`config.mk`:
```
export PLATFORM = sky130hd
export DESIGN_NAME = vga_timing_gen
export DESIGN_NICKNAME = d
export VERILOG_FILES = /design/src/rtl/vga_timing_gen_pkg.sv /design/src/rtl/vga_axis_counter.sv /design/src/rtl/vga_timing_gen.sv
export SDC_FILE = /design/constraint.sdc
export NUM_CORES = 1
export LEC_CHECK = 0
export CAP_MARGIN = 20
export CORE_MARGIN = 10
export CORE_UTILIZATION = 30
export CTS_CLUSTER_DIAMETER = 40
export DETAILED_ROUTE_END_ITERATION = 6
export HOLD_SLACK_MARGIN = 0.08
export SLEW_MARGIN = 10
export SYNTH_ARGS = -nofsm -noshare
export SYNTH_HDL_FRONTEND = slang
export SYNTH_SLANG_ARGS = --single-unit
```
`constraint.sdc`:
```
create_clock -name clk -period 8 [get_ports clk]
set_clock_uncertainty 0.15 [all_clocks]
set_input_delay 1.2 -clock clk [delete_from_list [all_inputs] [get_ports clk]]
set_output_delay 1.2 -clock clk [all_outputs]
set_load 0.005 [all_outputs]
```
`src/rtl/vga_timing_gen_pkg.sv`:
```
// vga_pkg: default 640x480@60 raster timing, derived totals and sync windows,
// plus the vga_control bit-field layout shared with the pixel colour stage.
package vga_pkg;

  localparam int H_DISPLAY_DEF = 640;
  localparam int H_FRONT_DEF   = 16;
  localparam int H_SYNC_DEF    = 96;
  localparam int H_BACK_DEF    = 48;
  localparam int V_DISPLAY_DEF = 480;
  localparam int V_FRONT_DEF   = 10;
  localparam int V_SYNC_DEF    = 2;
  localparam int V_BACK_DEF    = 33;

  localparam int H_TOTAL_DEF = H_DISPLAY_DEF + H_FRONT_DEF + H_SYNC_DEF + H_BACK_DEF;
  localparam int V_TOTAL_DEF = V_DISPLAY_DEF + V_FRONT_DEF + V_SYNC_DEF + V_BACK_DEF;

  // Sync windows, inclusive on both ends.
  localparam int HSYNC_START_DEF = H_DISPLAY_DEF + H_FRONT_DEF;
  localparam int HSYNC_END_DEF   = HSYNC_START_DEF + H_SYNC_DEF - 1;
  localparam int VSYNC_START_DEF = V_DISPLAY_DEF + V_FRONT_DEF;
  localparam int VSYNC_END_DEF   = VSYNC_START_DEF + V_SYNC_DEF - 1;

  // vga_control byte fields
  localparam int CTRL_BG_SEL_LSB  = 0;
  localparam int CTRL_BG_SEL_MSB  = 3;
  localparam int CTRL_BG_AUTO     = 4;
  localparam int CTRL_SPRITE_SEL  = 5;

  // Inclusive window test on a 10-bit raster coordinate.
  function automatic logic in_window(input logic [9:0] v, input logic [9:0] lo,
                                     input logic [9:0] hi);
    return (v >= lo) && (v <= hi);
  endfunction

endpackage

```
`src/rtl/vga_axis_counter.sv`:
```
// Wrap counter for one raster axis: counts 0..TOTAL-1 when en is high and
// flags the wrap. The next value is exported so the parent can register
// decoded outputs that line up with the counter itself.
module vga_axis_counter #(
  parameter int TOTAL = 800,
  parameter int W     = 10
) (
  input  logic         clk,
  input  logic         rst_n,
  input  logic         en,
  output logic [W-1:0] cnt,
  output logic [W-1:0] cnt_nxt,
  output logic         wrap
);

  localparam logic [W-1:0] LAST = W'(TOTAL - 1);

  logic [W-1:0] cnt_q, cnt_d;

  // Next count and wrap flag; hold when not enabled.
  always_comb begin
    cnt_d = cnt_q;
    wrap  = 1'b0;
    if (en) begin
      if (cnt_q == LAST) begin
        cnt_d = '0;
        wrap  = 1'b1;
      end else begin
        cnt_d = cnt_q + W'(1);
      end
    end
  end

  // Counter register with synchronous reset.
  always_ff @(posedge clk) begin
    if (!rst_n) cnt_q <= '0;
    else        cnt_q <= cnt_d;
  end

  assign cnt     = cnt_q;
  assign cnt_nxt = cnt_d;

endmodule

```
`src/rtl/vga_timing_gen.sv`:
```
// vga_timing_gen: VGA raster timing, line/frame strobes, frame counter and a
// frame-synchronous shadow of the vga_control byte.
// Optional macro VGA_PIXEL_CE_EN adds a pix_ce input so the raster advances
// only on enabled cycles (e.g. 2x system clock).
module vga_timing_gen
  import vga_pkg::*;
#(
  parameter int H_DISPLAY       = H_DISPLAY_DEF,
  parameter int H_FRONT         = H_FRONT_DEF,
  parameter int H_SYNC          = H_SYNC_DEF,
  parameter int H_BACK          = H_BACK_DEF,
  parameter int V_DISPLAY       = V_DISPLAY_DEF,
  parameter int V_FRONT         = V_FRONT_DEF,
  parameter int V_SYNC          = V_SYNC_DEF,
  parameter int V_BACK          = V_BACK_DEF,
  parameter bit SYNC_ACTIVE_LOW = 1'b1
) (
  input  logic       clk,
  input  logic       rst_n,
`ifdef VGA_PIXEL_CE_EN
  input  logic       pix_ce,
`endif
  input  logic [7:0] ctrl_in,
  output logic [9:0] hpos,
  output logic [9:0] vpos,
  output logic       hsync,
  output logic       vsync,
  output logic       visible,
  output logic       line_start,
  output logic       frame_start,
  output logic [9:0] frame_count,
  output logic [7:0] ctrl_latched
);

  localparam int H_TOTAL = H_DISPLAY + H_FRONT + H_SYNC + H_BACK;
  localparam int V_TOTAL = V_DISPLAY + V_FRONT + V_SYNC + V_BACK;

  localparam logic [9:0] H_VIS    = 10'(H_DISPLAY);
  localparam logic [9:0] V_VIS    = 10'(V_DISPLAY);
  localparam logic [9:0] HS_START = 10'(H_DISPLAY + H_FRONT);
  localparam logic [9:0] HS_END   = 10'(H_DISPLAY + H_FRONT + H_SYNC - 1);
  localparam logic [9:0] VS_START = 10'(V_DISPLAY + V_FRONT);
  localparam logic [9:0] VS_END   = 10'(V_DISPLAY + V_FRONT + V_SYNC - 1);

  // Raster coordinates are 10 bits wide; larger totals cannot be represented.
  if (H_TOTAL > 1024) begin : g_h_illegal
    $error("vga_timing_gen: H_TOTAL=%0d exceeds 1024", H_TOTAL);
  end
  if (V_TOTAL > 1024) begin : g_v_illegal
    $error("vga_timing_gen: V_TOTAL=%0d exceeds 1024", V_TOTAL);
  end

  logic ce;
`ifdef VGA_PIXEL_CE_EN
  assign ce = pix_ce;
`else
  assign ce = 1'b1;
`endif

  logic [9:0] h_cnt, h_nxt, v_cnt, v_nxt;
  logic       h_wrap, v_wrap, frame_wrap;

  vga_axis_counter #(.TOTAL(H_TOTAL), .W(10)) u_hcnt (
    .clk     (clk),
    .rst_n   (rst_n),
    .en      (ce),
    .cnt     (h_cnt),
    .cnt_nxt (h_nxt),
    .wrap    (h_wrap)
  );

  vga_axis_counter #(.TOTAL(V_TOTAL), .W(10)) u_vcnt (
    .clk     (clk),
    .rst_n   (rst_n),
    .en      (h_wrap),
    .cnt     (v_cnt),
    .cnt_nxt (v_nxt),
    .wrap    (v_wrap)
  );

  // v_wrap can only fire on an h wrap, so it already marks the frame wrap.
  assign frame_wrap = v_wrap;

  logic       hsync_q, hsync_d, vsync_q, vsync_d, visible_q, visible_d;
  logic       line_start_q, line_start_d, frame_start_q, frame_start_d;
  logic [9:0] frame_count_q, frame_count_d;
  logic [7:0] ctrl_q, ctrl_d;

  // Decode from the next coordinates so outputs align with hpos/vpos.
  always_comb begin
    hsync_d       = in_window(h_nxt, HS_START, HS_END) ^ SYNC_ACTIVE_LOW;
    vsync_d       = in_window(v_nxt, VS_START, VS_END) ^ SYNC_ACTIVE_LOW;
    visible_d     = (h_nxt < H_VIS) && (v_nxt < V_VIS);
    line_start_d  = h_wrap;
    frame_start_d = frame_wrap;
    frame_count_d = frame_count_q + 10'(frame_wrap);
    ctrl_d        = frame_wrap ? ctrl_in : ctrl_q;
  end

  // Output registers; reset aborts any sync pulse in progress.
  always_ff @(posedge clk) begin
    if (!rst_n) begin
      hsync_q       <= SYNC_ACTIVE_LOW;
      vsync_q       <= SYNC_ACTIVE_LOW;
      visible_q     <= 1'b1;
      line_start_q  <= 1'b0;
      frame_start_q <= 1'b0;
      frame_count_q <= '0;
      ctrl_q        <= '0;
    end else begin
      hsync_q       <= hsync_d;
      vsync_q       <= vsync_d;
      visible_q     <= visible_d;
      line_start_q  <= line_start_d;
      frame_start_q <= frame_start_d;
      frame_count_q <= frame_count_d;
      ctrl_q        <= ctrl_d;
    end
  end

  assign hpos         = h_cnt;
  assign vpos         = v_cnt;
  assign hsync        = hsync_q;
  assign vsync        = vsync_q;
  assign visible      = visible_q;
  assign line_start   = line_start_q;
  assign frame_start  = frame_start_q;
  assign frame_count  = frame_count_q;
  assign ctrl_latched = ctrl_q;

endmodule
```
After elaboration in Yosys (flattened, before gate mapping)
Cells that the tools add are included.
{"block": "totals", "input_bits": 10, "ff_bits": 43}
{"block": "classes", "bitwise": 2, "n_reduce_logical": 3, "n_eq_ne": 2, "muxes": 6, "addsub": 3, "magnitude_cmp": 6}
{"op": "10-bit two-way mux", "n": 3}
{"op": "10-bit by 1-bit adder with 10-bit output, second input constant", "n": 2}
{"op": "10-bit == test, second input constant", "n": 2}
{"op": "10-bit by 1-bit adder with 10-bit output", "n": 1}
{"op": "10-bit >= comparator, second input constant", "n": 1}
{"op": "10-bit by 9-bit >= comparator with 1-bit output, second input constant", "n": 1}
{"op": "10-bit less-or-equal comparator, second input constant", "n": 1}
{"op": "10-bit by 9-bit less-or-equal comparator with 1-bit output, second input constant", "n": 1}
{"op": "10-bit < comparator, second input constant", "n": 1}
{"op": "10-bit by 9-bit < comparator with 1-bit output, second input constant", "n": 1}
{"op": "1-bit logical AND", "n": 3}
{"op": "1-bit two-way mux", "n": 3}
{"op": "1-bit inverter", "n": 2}

Depth between registers and ports, before layout
{"block": "logic_depth", "word_depth": 6, "ltp_mapped": 11, "ltp_nobuf": 10}

By module
A second synthesis with hierarchy kept.
{"block": "hier_totals", "hier_cells": 219, "area_unflattened_um2": 2029.4}
{"mod": "vga_timing_gen", "seq_area_each_um2": 460.4, "area_per_inst_um2": 893.4, "cells_per_inst": 92, "n_inst": 1}
{"mod": "vga_axis_counter at u_hcnt", "seq_area_each_um2": 200.2, "area_per_inst_um2": 573.0, "cells_per_inst": 63, "n_inst": 1}
{"mod": "vga_axis_counter at u_vcnt", "seq_area_each_um2": 200.2, "area_per_inst_um2": 563.0, "cells_per_inst": 64, "n_inst": 1}

Least setup slack after synthesis
No wires, ideal clock.
{"block": "synth_timing", "kind": "reg-to-reg", "start": "reg u_vcnt.cnt_q[0], in the netlist u_vcnt.cnt[0]", "end": "reg frame_count_q[5], in the netlist frame_count[5]", "t_arrival_ns": 2.416, "setup_slack_ns": 5.319, "synth_period_minus_slack_ns": 2.681, "path_stages_with_launch": 12, "cell_sequence": "dfxtp_1 inv_1 ha_1 or4b_4 nor4_4 and2_1 buf_6 ha_1 and3_1 nand3_1 xnor2_1 and2_1"}
{"block": "synth_via", "elab_chain_cells": 4}
{"item": "start, declared", "line": "vga_axis_counter.sv:18", "source": "logic [W-1:0] cnt_q, cnt_d;"}
{"item": "start signal, assigned", "line": "vga_axis_counter.sv:37", "source": "else cnt_q <= cnt_d;"}
{"item": "10-bit == test", "line": "vga_axis_counter.sv:25", "source": "if (cnt_q == LAST) begin"}
{"item": "1-bit two-way mux", "line": "vga_axis_counter.sv:25"}
{"item": "1-bit two-way mux", "line": "vga_axis_counter.sv:24", "source": "if (en) begin"}
{"item": "net frame_start_d", "line": "vga_timing_gen.sv:85", "source": "logic line_start_q, line_start_d, frame_start_q, frame_start_d;"}
{"item": "10-bit by 1-bit adder with 10-bit output", "line": "vga_timing_gen.sv:96", "source": "frame_count_d = frame_count_q + 10'(frame_wrap);"}
{"item": "end signal, assigned", "line": "vga_timing_gen.sv:116", "source": "frame_count_q <= frame_count_d;"}
{"item": "end, declared", "line": "vga_timing_gen.sv:86", "source": "logic [9:0] frame_count_q, frame_count_d;"}
The timed path passes the listed nets, and every way through them passes these cells.
A chain may end at the register's enable or synchronous reset.

Worst setup path in the final report
{"block": "layout_timing", "start": "reg u_vcnt.cnt_q[0], in the netlist u_vcnt.cnt[0]", "end": "reg frame_count_q[7], in the netlist frame_count[7]"}
{"block": "layout_via", "elab_chain_cells": 4}
{"item": "10-bit == test", "line": "vga_axis_counter.sv:25"}
{"item": "1-bit two-way mux", "line": "vga_axis_counter.sv:25"}
{"item": "1-bit two-way mux", "line": "vga_axis_counter.sv:24"}
{"item": "10-bit by 1-bit adder with 10-bit output", "line": "vga_timing_gen.sv:96"}
No other way between the ends.

==> impl_metrics.py <==
metrics = {
    "yosys": {
        "synth_async_sr_flop_share": 0,
        "synth_area_per_cell_sq_um": 9.21,
        "synth_ff_type": "dfxtp_1",
        "synthTopCellsByArea": "dfxtp_1 (40%), and2_1 (4.9%), xnor2_1 (4.9%)",
        "yosys.cell_count.top_type": "dfxtp_1",
        "synth_cell_types": 47,
        "synth_enable_flop_cells": 0,
        "synth_top_cell_by_area": "dfxtp_1",
        "synth_top_area_share": 0.398,
        "synth_common_cells": "dfxtp_1 (43), nand2_1 (27), and2_1 (17), nand3_1 (17), nor2_1 (13)",
        "syn_inst": 235,
        "synth-seq-area-share": 0.398,
        "ys_warn_count": 0,
        "ys_ff_latch": 43,
        "syn_nets": 251,
        "netlist_area_sq_um": 2160,
    },
    "global_routing": {
        "grt_start_max_net_pins": 38,
        "grt.overflow.total": 0,
        "grt_pass1_vias": 1766,
        "antenna_found_initial": 0,
        "grt_first_pass_wirelength_microns": 8680,
        "grtUsageTotal": 0.0932,
    },
    "clock_network": {
        "cts-htree-levels": 2,
        "clk_pin_slew_ns": 0.08,
        "tritoncts": "built",
        "cts_inserted_buffers": 5,
        "cts_setup_buffers": 0,
        "root_buffer": "clkbuf_8",
        "ctsHoldBuffers": 0,
        "clk_latency_ns": 0.28,
        "cts-resized-gates": 0,
        "cts_max_path_buffers": 2,
        "cts_sinks": 43,
    },
    "sta": {
        "rsz0062_at_grt": "false",
        "setup_tns_ns": 0,
        "fin_hold_ws_ns": 0.308,
        "final_max_slew_viol_count": 0,
        "setup_viol": 0,
        "post-route-min-period_ns": 3.05,
        "fmax_mhz": 328,
        "slew_headroom": 0.695,
        "worstMarginPinSlew_ns": 0.454,
        "hold_viol": 0,
        "fin_crit_sh": 0.381,
    },
    "drt": {
        "routed_via_density": 4.65,
        "drt.antenna.violating_nets": 0,
        "drc_errors": 0,
        "dr.pass1.iters": 4,
        "vias": 1756,
        "drtIter0Drc": 53,
        "drt-wirelength-per-cell_microns": 13.3,
        "drt_wl_total_microns": 5010,
    },
    "cells_and_area": {
        "final_area_sq_um": 2830,
        "nFillCells": 723,
        "area_delta_synth_final_pct": 30.8,
        "regArea_sq_um": 861,
        "drive_gt1_frac": 0.103,
        "multi_input_area_sq_um": 1200,
        "utilization": 0.410,
        "diodes": 0,
        "fin_nets": 297,
    },
    "floorplan": {
        "initial_core_util": 0.313,
        "die-area_sq_um": 11000,
        "row_count": 30,
        "num_io_pins": 53,
        "die-height_microns": 105,
        "coreArea_sq_um": 6910,
        "die_w_microns": 105,
    },
    "flow_run": {
        "maxCapViolCount": 0,
    },
    "outcome": {
        "status": "completed",
    },
    "pwr": {
        "ir_drop_v": 0.0000960,
        "p_leak_uw": 0.00104,
        "powerDensity_nw_per_um2": 134,
    },
    "worst_setup_path": {
        "arrival_ns": 3.08,
        "cp_data_required_time_ns": 8.03,
        "crit_type": "flip-flop to flip-flop",
        "worstPathMaxFanout": 9,
        "start_kind": "flip-flop",
        "cp-end-kind": "flip-flop",
    },
    "placement": {
        "portBuffers": 52,
        "place.gp.congestion": 0.773,
        "hpwl_microns": 3700,
        "place_area_sq_um": 2730,
    },
    "min_path": {
        "hold_path_class": "flip-flop to flip-flop",
    },
}
## cell usage in the layout (no fill, tap or decap), types with 3 or more instances in the layout
master | Yosys | final
a21oi_1 | 6 | 6
nand3_1 | 17 | 17
nor2b_1 | 5 | 5
clkbuf_8 | 0 | 7
clkdlybuf4s50_1 | 0 | 52
nor2_1 | 13 | 13
inv_1 | 6 | 6
nand2b_1 | 3 | 3
ha_1 | 6 | 6
a21boi_2 | 8 | 8
and3_1 | 10 | 10
xor2_1 | 7 | 7
xnor2_1 | 12 | 12
nand2_2 | 3 | 3
and2_1 | 17 | 17
nand4_1 | 5 | 5
nand2_1 | 27 | 27
dfxtp_1 | 43 | 43
## flip-flops by register name, summed over array words and instances, names as in the netlist
register and cells:
frame_start 1, u_hcnt.cnt 10, visible 1, ctrl_latched 8
frame_count 10, vsync 1, u_vcnt.cnt 10, hsync 1
line_start 1
## report_power, final
group          switching [uW]  leakage (uW)  internal [uW]  total [uW]
Sequential               2.28      0.000347            215         217
Combinational            5.16      0.000641           8.65        13.8
Clock                    69.7     0.0000515           78.8         149
## final timing paths
path | depth (start not counted) | endpoint | start | slack, ns
max | 10 | frame_count[7] | u_vcnt.cnt[0] | 4.95
min | 2 | ctrl_latched[0] | ctrl_latched[0] | 0.31
max reg2reg | 10 | frame_count[7] | u_vcnt.cnt[0] | 4.95
min reg2reg | 2 | ctrl_latched[0] | ctrl_latched[0] | 0.31
## worst max-delay path, cell delays in order (launching register included)
cell and delay, ns:
dfxtp_1 0.36, inv_1 0.07, ha_1 0.14, or4b_4 0.48, nor4_4 0.43, and2_1 0.43, ha_1 0.27, and3_1 0.25
nand3_1 0.11, xnor2_1 0.13, and2_1 0.15
## area by class of cell
type / instances / area share
Inverter: 6 / 0.00796
Sequential cell: 43 / 0.304
Multi-Input combinational cell: 172 / 0.424
Tap cell: 96 / 0.0424
Clock buffer: 8 / 0.0354
Timing Repair Buffer: 53 / 0.187
## cells by family after synthesis
logic type,count (synthesis),synth area share
DFF,43,0.398
xor gates and xnor gates,19,0.0769
adders and majority gates,6,0.0347
AOI/OAI and AO/OA,29,0.118
muxes,2,0.00925
buffers and inverters,20,0.0480
and+or+nand+nor,116,0.315
## through the flow
step           setup WS (ns)  power (uW)  std cells
6_report                4.95         380        378
4_1_cts                 4.90         389        378
5_1_grt                 4.62         399        378
3_3_place_gp            5.00         237        370
3_5_place_dp            4.94         237        370
2_1_floorplan           5.32         228        235
## layer usage
layer,up-vias,track usage,wire (microns)
li1,893,-,-
met1,827,0.117,2320
met2,34,0.145,2350
met3,2,0.0375,313
met4,0,0.0216,23
met5,-,0,0
Power figures use the tool's default switching activity.
==> edit 1 (same settings) <==
The option `VGA_PIXEL_CE_EN` is turned on by a define.
--- a/src/rtl/vga_timing_gen.sv
+++ b/src/rtl/vga_timing_gen.sv
@@ -2,6 +2,8 @@
 // frame-synchronous shadow of the vga_control byte.
 // Optional macro VGA_PIXEL_CE_EN adds a pix_ce input so the raster advances
 // only on enabled cycles (e.g. 2x system clock).
+`define VGA_PIXEL_CE_EN
+
 module vga_timing_gen
   import vga_pkg::*;
 #(
Ports: changed (added pix_ce); port bits go from 53 to 54. No check against the original RTL was run, so the function may have changed too.
==> edit 1 against the original RTL <==
- routed wire length is 9.3% higher
- power is 4.2% higher
- design area is 3.0% higher
- combinational power is 16% higher
- first-iteration DRC count is 55% higher
- sequential cell count stayed put
- synthesized area is 3.4% higher
- setup slack worse by 0.43 ns
- highest routed layer unchanged
==> edit 1: results (changes against the original RTL) <==
- The flow ran to the end, and the final reports show no timing, DRC or antenna violations.
- The startpoint identified for the worst register-to-register timing path is u_hcnt.cnt[0]$_SDFF_PN0_.
- The number of unique standard cell types used by synthesis was 55 (+17%).
- The total nets after synthesis is 258 (+2.8%).
- The final net count is 306 (+3.0%).
- The clock network area share came to 0.0352 (-0.000174).
- The met3 capacity usage during global routing is 0.0501 (+0.0127).
- The switching power is 79.5 uW (+3.1%).
- The compound-cell area share of the yosys netlist is 0.105 (-0.0133).
- The critical path ends at frame_count[9]$_SDFF_PN0_.
- The synthesized-area fraction occupied by adder cells is 0.0280 (-0.00672).
- The depth of the most critical reg-to-reg path is 9 (-1).
- The wire length of the first global-routing pass is 9.03 mm (+4.1%).
- The end point of the most critical hold path is ctrl_latched[6]$_SDFFE_PN0N_.
- The met1 global-route usage was 0.117 (-0.000366).
- The top fanout value on the critical path is 17 (+8).
- The met2 capacity usage during global routing is 0.146 (+0.000739).
- The sequential cell area fraction in the yosys report came to 0.385 (-0.0129).
- The total leakage power came to 0.000994 uW (-4.4%).
- The instance area after placement was 2810 sq um (+3.0%).
- The layout buffer count excluding clock buffers was 54 (+1.9%).
- The worst hold path begins at ctrl_latched[6]$_SDFFE_PN0N_.
- The total routing usage reported by global routing is 0.0964 (+0.00319).
- The met2 routed wirelength came to 2.50 mm (+6.2%).
- The master of the slowest instance on the critical path is sky130_fd_sc_hd__clkdlybuf4s50_1.
- The data-path buffer share of cell area in the final layout is 0.185 (-0.00201).
==> edit 1: cell types whose count changed in the layout (fill, tap and decap cells not counted), moves of 3 or more <==
cell                       unedited run  this run
sky130_fd_sc_hd__nand2_2              3         0
sky130_fd_sc_hd__and3_1              10         6
sky130_fd_sc_hd__nand2b_1             3         0
sky130_fd_sc_hd__mux2i_1              2         8
sky130_fd_sc_hd__o211ai_1             2         5
sky130_fd_sc_hd__nand2_1             27        19
sky130_fd_sc_hd__a21boi_2             8         0
sky130_fd_sc_hd__nor2b_1              5        12
sky130_fd_sc_hd__and2_1              17        14
sky130_fd_sc_hd__or3_1                0         3
sky130_fd_sc_hd__o21ai_0              2         7
sky130_fd_sc_hd__a21boi_1             0         3
==> edit 1: per-stage QoR <==
step                utilization  hold WS (ns)  instances
floorplan                     -         0.315        242
global placement          0.388         0.328        382
detailed placement        0.388         0.334        382
CTS                       0.402         0.346        389
global route              0.402         0.390        389
finish                    0.402         0.341        389
==> edit 2 (same settings) <==
Made on the original files. The output `line_start` loses its register stage (`line_start_q` becomes a continuous assignment).
--- a/src/rtl/vga_timing_gen.sv
+++ b/src/rtl/vga_timing_gen.sv
@@ -103,7 +103,6 @@
       hsync_q       <= SYNC_ACTIVE_LOW;
       vsync_q       <= SYNC_ACTIVE_LOW;
       visible_q     <= 1'b1;
-      line_start_q  <= 1'b0;
       frame_start_q <= 1'b0;
       frame_count_q <= '0;
       ctrl_q        <= '0;
@@ -111,12 +110,13 @@
       hsync_q       <= hsync_d;
       vsync_q       <= vsync_d;
       visible_q     <= visible_d;
-      line_start_q  <= line_start_d;
       frame_start_q <= frame_start_d;
       frame_count_q <= frame_count_d;
       ctrl_q        <= ctrl_d;
     end
   end
+
+  assign line_start_q = line_start_d;
 
   assign hpos         = h_cnt;
   assign vpos         = v_cnt;
Function: no difference found for any inputs over 10 cycles, from zero or initial values and one cycle with rst_n low; that may be too few to reach the edited logic, so the function may still have changed.
==> edit 2 against the original RTL <==
- power down 5.3%
- hold slack better by 0.037 ns
- sequential cell count down 1
- sequential share of layout area up 2.3 points
- critical path type is now flip-flop to primary output
- routed wire length down 7.1%
- highest routed layer unchanged
- design area down 9.1%
- synthesized area down 12%
- largest power group unchanged
- setup slack worse by 0.57 ns
==> edit 2: results (changes against the original RTL) <==
- The met3 capacity usage during global routing came to 0.0484 (+0.0110).
- For this design, the slowest cell found on the critical path is sky130_fd_sc_hd__clkdlybuf4s50_1.
- The total leakage power is 0.000904 uW (-13%).
- The met1 global-route usage was 0.110 (-0.00707).
- The maximum frequency from static timing analysis is 277 MHz (-16%).
- The pre-CTS worst setup slack came to 4.69 ns (-0.255 ns).
- The global placer's final weighted congestion is 0.793 (+2.5%).
- The via count of the first global-routing pass came to 1588 (-10%).
- The minimum hold slack came to 0.345 ns (+0.0372 ns).
- The met2 routed wirelength came to 2.15 mm (-8.5%).
- The total routing usage reported by global routing is 0.0943 (+0.00114).
- The final net count is 274 (-7.7%).
- The length of routed met3 wiring is 403 microns (+29%).
- The peak per-stage delay on the critical path is 0.61 ns (+0.13 ns).
- The synthesized-area fraction occupied by adder cells came to 0.0395 (+0.00477).
- The compound-cell area share of the yosys netlist was 0.0717 (-0.0463).
- The xor and xnor area share after synthesis is 0.101 (+0.0244).
- The instance area after placement is 2490 sq um (-8.9%).
- The flow ran to the end, and the final reports show no timing, DRC or antenna violations.
- Sorting the synthesized cells by area gives the leading types as sky130_fd_sc_hd__dfxtp_1 (44%), sky130_fd_sc_hd__nor2_1 (6.5%), sky130_fd_sc_hd__xnor2_1 (5.5%), sky130_fd_sc_hd__xor2_1 (4.6%), sky130_fd_sc_hd__mux2i_1 (4.2%).
- The wire length reported by the detailed router was 4.65 mm (-7.1%).
- The number of DRC markers after the initial detailed-route iteration is 55 (+3.8%).
- The sum of routed wire segments on met1 is 2.06 mm (-11%).
- The final HPWL from detailed placement is 3.46 mm (-6.7%).
- The per-cell via count in the routed design is 4.67 (+0.61%).
- The reg-to-reg critical path endpoint is frame_count[6]$_SDFF_PN0_.
- The top fanout value on the critical path came to 6 (-3).
- The number of instances in the synthesized netlist is 205 (-13%).
- The share of synthesized area spent on multiplexers is 0.0421 (+0.0329).
- The worst ir drop on vdd is 0.0605 mV (-37%).
- The normalized max-slew margin is 0.466 (-0.228).
- The largest net degree at the start of global routing is 25 (-34%).
- The met2 capacity usage during global routing is 0.149 (+0.00384).
- The number of unique standard cell types used by synthesis is 35 (-26%).
- The arrival time reported for the critical path endpoint is 2.27 ns (-0.81 ns).
==> edit 2: cell types whose count changed after synthesis, moves of 5 or more <==
cell and delta:
sky130_fd_sc_hd__nand4_1 -5, sky130_fd_sc_hd__mux2i_1 +6, sky130_fd_sc_hd__nand2_1 -14, sky130_fd_sc_hd__nor2b_1 -5, sky130_fd_sc_hd__nor2_1 +20, sky130_fd_sc_hd__and2_1 -14
sky130_fd_sc_hd__a21boi_2 -8
==> edit 2: where the power goes <==
group / switching (uW) / internal (uW)
registers: 1.85 / 210
clock network: 72.6 / 61.6
logic: 5.97 / 7.57
==> edit 2: how the worst min path moves through the flow <==
stage	startpoint	end	cells after the start
floorplan	u_hcnt.cnt[0]$_SDFF_PN0_	u_hcnt.cnt[0]$_SDFF_PN0_	1
global placement	ctrl_latched[1]$_SDFFE_PN0N_	ctrl_latched[1]$_SDFFE_PN0N_	2
detailed placement	ctrl_latched[1]$_SDFFE_PN0N_	ctrl_latched[1]$_SDFFE_PN0N_	2
CTS	ctrl_latched[1]$_SDFFE_PN0N_	ctrl_latched[1]$_SDFFE_PN0N_	2
global route	ctrl_latched[5]$_SDFFE_PN0N_	ctrl_latched[5]$_SDFFE_PN0N_	2
finish	ctrl_latched[0]$_SDFFE_PN0N_	ctrl_latched[0]$_SDFFE_PN0N_	2
==> edit 2: area by class of cell <==
| type | instances | area, sq um |
|---|---|---|
| Fill cell | 615 | 3450 |
| Tap cell | 75 | 93.8 |
| Sequential cell | 42 | 841 |
| Timing Repair Buffer | 52 | 520 |
| Inverter | 7 | 26.3 |
| Multi-Input combinational cell | 150 | 1000 |
| Clock inverter | 2 | 13.8 |
| Clock buffer | 6 | 72.6 |
